**src/rtl/ltc_lane_deframer.sv**
```systemverilog
// LTC two-lane DDR ADC deframer: finds and locks onto the frame
// pattern, then rebuilds 16-bit samples from lane A/B bit pairs.
module ltc_lane_deframer #(
  parameter logic [7:0]  FRAME_PATTERN = 8'hF0,
  parameter int unsigned VERIFY_FRAMES = 4,
  parameter int unsigned MISS_LIMIT    = 3
) (
  input  logic        clk,
  input  logic        reset_n,
  input  logic [1:0]  fr_in,
  input  logic [1:0]  a_in,
  input  logic [1:0]  b_in,
  output logic [15:0] sample,
  output logic        sample_valid,
  output logic        locked,
  output logic        slip,
  output logic [15:0] err_count,
  input  logic        err_clr
);

  typedef enum logic [1:0] {
    SEARCH,
    VERIFY,
    LOCKED
  } state_e;

  localparam logic [3:0] VF = 4'(VERIFY_FRAMES);
  localparam logic [3:0] ML = 4'(MISS_LIMIT);

  state_e      state_q;
  logic [8:0]  fr_sr_q;
  logic [8:0]  a_sr_q;
  logic [8:0]  b_sr_q;
  logic [1:0]  phase_q;
  logic [3:0]  good_q;
  logic [3:0]  miss_q;
  logic [15:0] sample_q;
  logic [15:0] err_q;
  logic        valid_q;
  logic        locked_q;
  logic        slip_q;

  logic [7:0]  fr_w0;
  logic [7:0]  fr_w1;
  logic [7:0]  fr_w;
  logic [7:0]  a_w;
  logic [7:0]  b_w;
  logic [15:0] word_d;
  logic [15:0] err_d;
  logic [3:0]  good_d;
  logic [3:0]  miss_d;
  logic        hit0;
  logic        hit1;
  logic        fr_ok;
  logic        boundary;

  // Offset 1 drops the newest bit, so windows span sr[8:0].
  assign fr_w0 = fr_sr_q[7:0];
  assign fr_w1 = fr_sr_q[8:1];
  assign fr_w  = slip_q ? fr_w1 : fr_w0;
  assign a_w   = slip_q ? a_sr_q[8:1] : a_sr_q[7:0];
  assign b_w   = slip_q ? b_sr_q[8:1] : b_sr_q[7:0];

  assign hit0     = fr_w0 == FRAME_PATTERN;
  assign hit1     = fr_w1 == FRAME_PATTERN;
  assign fr_ok    = fr_w == FRAME_PATTERN;
  assign boundary = phase_q == 2'd3;
  assign good_d   = good_q + 4'd1;
  assign miss_d   = miss_q + 4'd1;
  assign err_d    = (err_q == 16'hFFFF) ? err_q
                                         : err_q + 16'd1;

  always_comb begin
    word_d = '0;
    for (int i = 0; i < 8; i++) begin
      word_d[2*i+1] = a_w[i];
      word_d[2*i]   = b_w[i];
    end
  end

  always_ff @(posedge clk) begin
    if (!reset_n) begin
      state_q  <= SEARCH;
      fr_sr_q  <= '0;
      a_sr_q   <= '0;
      b_sr_q   <= '0;
      phase_q  <= '0;
      good_q   <= '0;
      miss_q   <= '0;
      sample_q <= '0;
      err_q    <= '0;
      valid_q  <= 1'b0;
      locked_q <= 1'b0;
      slip_q   <= 1'b0;
    end else begin
      fr_sr_q <= {fr_sr_q[6:0], fr_in};
      a_sr_q  <= {a_sr_q[6:0], a_in};
      b_sr_q  <= {b_sr_q[6:0], b_in};
      phase_q <= phase_q + 2'd1;
      valid_q <= 1'b0;
      if (err_clr) begin
        err_q <= '0;
      end
      unique case (state_q)
        SEARCH: begin
          if (hit0 || hit1) begin
            slip_q  <= !hit0;
            phase_q <= 2'd0;
            good_q  <= 4'd1;
            miss_q  <= 4'd0;
            if (VF == 4'd1) begin
              state_q  <= LOCKED;
              locked_q <= 1'b1;
            end else begin
              state_q <= VERIFY;
            end
          end
        end
        VERIFY: begin
          if (boundary) begin
            if (fr_ok) begin
              good_q <= good_d;
              if (good_d == VF) begin
                state_q  <= LOCKED;
                locked_q <= 1'b1;
                miss_q   <= 4'd0;
              end
            end else begin
              state_q <= SEARCH;
              good_q  <= 4'd0;
            end
          end
        end
        LOCKED: begin
          if (boundary) begin
            valid_q  <= 1'b1;
            sample_q <= word_d;
            if (fr_ok) begin
              miss_q <= 4'd0;
            end else begin
              if (!err_clr) begin
                err_q <= err_d;
              end
              if (miss_d == ML) begin
                state_q  <= SEARCH;
                locked_q <= 1'b0;
                miss_q   <= 4'd0;
                good_q   <= 4'd0;
              end else begin
                miss_q <= miss_d;
              end
            end
          end
        end
        default: state_q <= SEARCH;
      endcase
    end
  end

  assign sample       = sample_q;
  assign sample_valid = valid_q;
  assign locked       = locked_q;
  assign slip         = slip_q;
  assign err_count    = err_q;

endmodule

```
**config.mk**
```make
export PLATFORM = sky130hd
export DESIGN_NAME = ltc_lane_deframer
export DESIGN_NICKNAME = d
export VERILOG_FILES = /design/src/rtl/ltc_lane_deframer.sv
export SDC_FILE = /design/constraint.sdc
export NUM_CORES = 1
export LEC_CHECK = 0
export CAP_MARGIN = 20
export CELL_PAD_IN_SITES_DETAIL_PLACEMENT = 1
export CELL_PAD_IN_SITES_GLOBAL_PLACEMENT = 2
export CORE_MARGIN = 5
export CORE_UTILIZATION = 37
export CTS_CLUSTER_DIAMETER = 50
export DETAILED_ROUTE_END_ITERATION = 16
export GPL_TIMING_DRIVEN = 0
export MAX_ROUTING_LAYER = met4
export PLACE_DENSITY = 0.82
export SKIP_LAST_GASP = 1
export SYNTH_ARGS = -nofsm -noshare
export SYNTH_HDL_FRONTEND = slang
export SYNTH_SLANG_ARGS = --single-unit
```
**constraint.sdc**
```tcl
create_clock -name clk -period 6.5 [get_ports clk]
set_clock_uncertainty 0.15 [all_clocks]
set_input_delay 1.3 -clock clk [delete_from_list [all_inputs] [get_ports clk]]
set_output_delay 1.3 -clock clk [all_outputs]
set_load 0.005 [all_outputs]
```
==> metrics.txt <==
status=finished clean; PnR Total Power=0.9984 mW; top cells by area in the synthesized netlist=dfxtp_1 45%, and2_1 6.2%, mux2i_1 6.0%, a211oi_1 3.8%, ha_1 3.8%; worst-path maximum fanout=9; share of the synthesized area in compound gates (AO/OA/AOI/OAI)=0.1801; number of flip-flops and latches in the synthesized netlist=74; smallest hold slack=~280 ps; clock-pin slew on the worst setup and hold paths=about 80 ps; CTS H-tree lvls=3; Die Span X=104.8 um; Pre-antenna DRT Iters=4; reg2reg path depth=7; Adder-Cell Fraction of Synth Area=0.03761; CTS tree=yes; CTS Buf Count=9; max-slew violation count=0; RSZ-0062 raised after global routing=false; Arrival @ worst endpoint=between 3000 and 4000 ps; Synth async-reset ratio=0; die area=10990 um2; DPL Wire Length=6282 um; cell area power density=between 200 and 250 nW/um2; Ant. Diodes=0; count of standard-cell rows=34; share of the cycle needed by the critical path after routing=0.4542; slew margin rel.=0.5318; insertion delay of the later-clocked pin in the worst-skew pair=350 ps; final WL=8602 um; Hold Path Stages=1; data required time at the worst endpoint=6620 ps; count of synthesis-stage warnings from yosys=0; ANT nets after route=0; number of port buffers=42; ports placed on the boundary=44; count of flip-flops with a built-in enable after synthesis=0; number of global-route vias before repair=3021; classification of the worst setup path=in -> reg; combinational family with the most area after synthesis=simple AND/OR/NAND/NOR gates; synthesized-area fraction occupied by xor and xnor cells=0.005265; first-pass GRT wire length=14730 um; slew at the pin closest to its max-slew limit=702.2 ps; chip height=104.8 um; Clock Tree Root=clkbuf_8; via-per-instance ratio=5.487; proportion of netlist area held by the largest area contributor=0.4453; Synth cell types=55; starting density of the core=0.3796; nature of the critical path endpoint=flip-flop; flip-flop cell with the highest count after synthesis=dfxtp_1; final layout net count=427; number of fillers in the final layout=~1000; placer congestion estimate=0.7460; peak clock frequency supported by timing=between 300 and 400 MHz; cts repair resizes=0; proportion of synthesized area in mux cells=0.06017; Syn Inst Count=355; total track usage=0.1666; Floorplan Core Area=8763 um2; worst ir drop on vdd=0.08820 mV; area grow syn2layout=24.56%; synthesized-area fraction occupied by and/or/nand/nor cells=0.2396; Min Clock Period, post-route=2952 ps; sequential share of the synthesized area=0.4453; utilization after layout=0.4729; Mapped Avg Cell Area=9.372 um2; CTS Sinks=74; Congestion Overflow GR=0; CTS Hold Bufs=0; final setup violating endpoints=0; Post-CTS Setup Repair Bufs=0; share of cells above drive strength 1=0.05825; Post-Synthesis Net Count=between 300 and 400; drt drc=0; number of DRC markers in iteration 0=76; synthesized area=3327 um2; library cell with the largest summed area after synthesis=dfxtp_1; class of the worst hold path=reg -> reg; final setup TNS=0 ps; hold violation total from the final report=0; total number of vias=2853; Wirelength per Cell=16.54 um; leakage power total=1.498 nW; initial antenna violation count=0; critical path launch point type=input pin; Bufs on Longest Clock Path=2; Max-Cap Viols=0; pin count of the biggest net entering global routing=14
report_power, final:
group / internal (mW) / switching (mW)
Combinational: 0.0193 / 0.0330
Sequential: 0.461 / 0.00550
Clock: 0.295 / 0.185
Total: 0.775 / 0.223
cell usage after synthesis, types with 5 or more instances:
cell type and n:
clkbuf_1 8, a21oi_1 16, and2_1 33, nand4_1 5
nor2b_1 5, ha_1 10, o21ai_0 9, nand2_1 32
o31ai_1 7, or4_1 7, inv_1 7, a211oi_1 17
dfxtp_1 74, nand3_1 9, or3_1 6, nor2_1 26
and3_1 5, mux2i_1 20, buf_1 6
cell usage in the layout, fill, tap and decap left out, drive strengths merged, types with 3 or more instances in the layout:
| master | count |
|---|---|
| dfxtp | 74 |
| clkdlybuf4s50 | 42 |
| and2 | 33 |
| nand2 | 32 |
| nor2 | 26 |
| mux2i | 20 |
| a211oi | 17 |
| clkbuf | 17 |
| a21oi | 16 |
| ha | 10 |
| nand3 | 9 |
| o21ai | 9 |
| inv | 9 |
| buf | 9 |
| o31ai | 7 |
| or4 | 7 |
| or3 | 6 |
| and3 | 5 |
| nor2b | 5 |
| nand4 | 5 |
| a41o | 4 |
| bufinv | 4 |
| o211ai | 4 |
| and4 | 3 |
| nand3b | 3 |
| a21o | 3 |
| a31oi | 3 |
state kept, by name, summed over array words and instances, names as in the netlist:
name / count
state_q: 2
err_count: 16
b_sr_q: 9
sample_valid: 1
good_q: 4
locked: 1
sample: 16
slip: 1
a_sr_q: 9
fr_sr_q: 9
miss_q: 4
phase_q: 2
critical path: stages:
cell and delay (ps):
clkdlybuf4s50_1 470, nand3b_1 270, o2111ai_1 620, o21ai_0 210, a21oi_1 200
cell type report:
cell class / count / area [um2] / area share
Clock buffer: 9 / 123.9 / 0.02989
Buffer: 17 / 80.08 / 0.01932
Clock inverter: 6 / 137.6 / 0.03321
Timing Repair Buffer: 42 / 420.4 / 0.1014
Sequential cell: 74 / 1481 / 0.3575
Multi-Input combinational cell: 257 / 1739 / 0.4197
Inverter: 7 / 26.28 / 0.006341
Tap cell: 108 / 135.1 / 0.03261
worst paths after layout:
path,slack [ps],to,start
max,3550,err_count[8]$_SDFFE_PN0P_,err_clr
min,280,phase_q[0]$_SDFF_PN0_,phase_q[0]$_SDFF_PN0_
max reg2reg,4050,err_count[8]$_SDFFE_PN0P_,state_q[0]$_SDFFE_PN0P_
min reg2reg,280,phase_q[0]$_SDFF_PN0_,phase_q[0]$_SDFF_PN0_
cells by family (layout without fill, tap and decap cells):
logic type / after synthesis / after routing
AND/OR/NAND/NOR: 144 / 144
buffers and inverters: 24 / 81
AO/OA/AOI/OAI: 81 / 81
adder cells (fa/ha/maj): 10 / 10
XOR/XNOR: 2 / 2
flip-flops: 74 / 74
multiplexers: 20 / 20
stage by stage:
stage / area, um2 / cells / setup slack (ps)
detailed placement: 3882 / 505 / 3221
global route: 4144 / 520 / 3368
global placement: 3882 / 505 / 3294
finish: 4144 / 520 / 3548
CTS: 4144 / 520 / 3517
floorplan: 3327 / 355 / 3992
per-layer routing:
layer,vias up,routed length (um),GRT usage,part of all wire
li1,1396,-,-,-
met1,1399,4014,0.2032,0.47
met2,44,4168,0.2774,0.48
met3,14,274,0.02774,0.032
met4,0,145,0.05936,0.017
met5,-,0,-,0
Power figures use the tool's default switching activity.
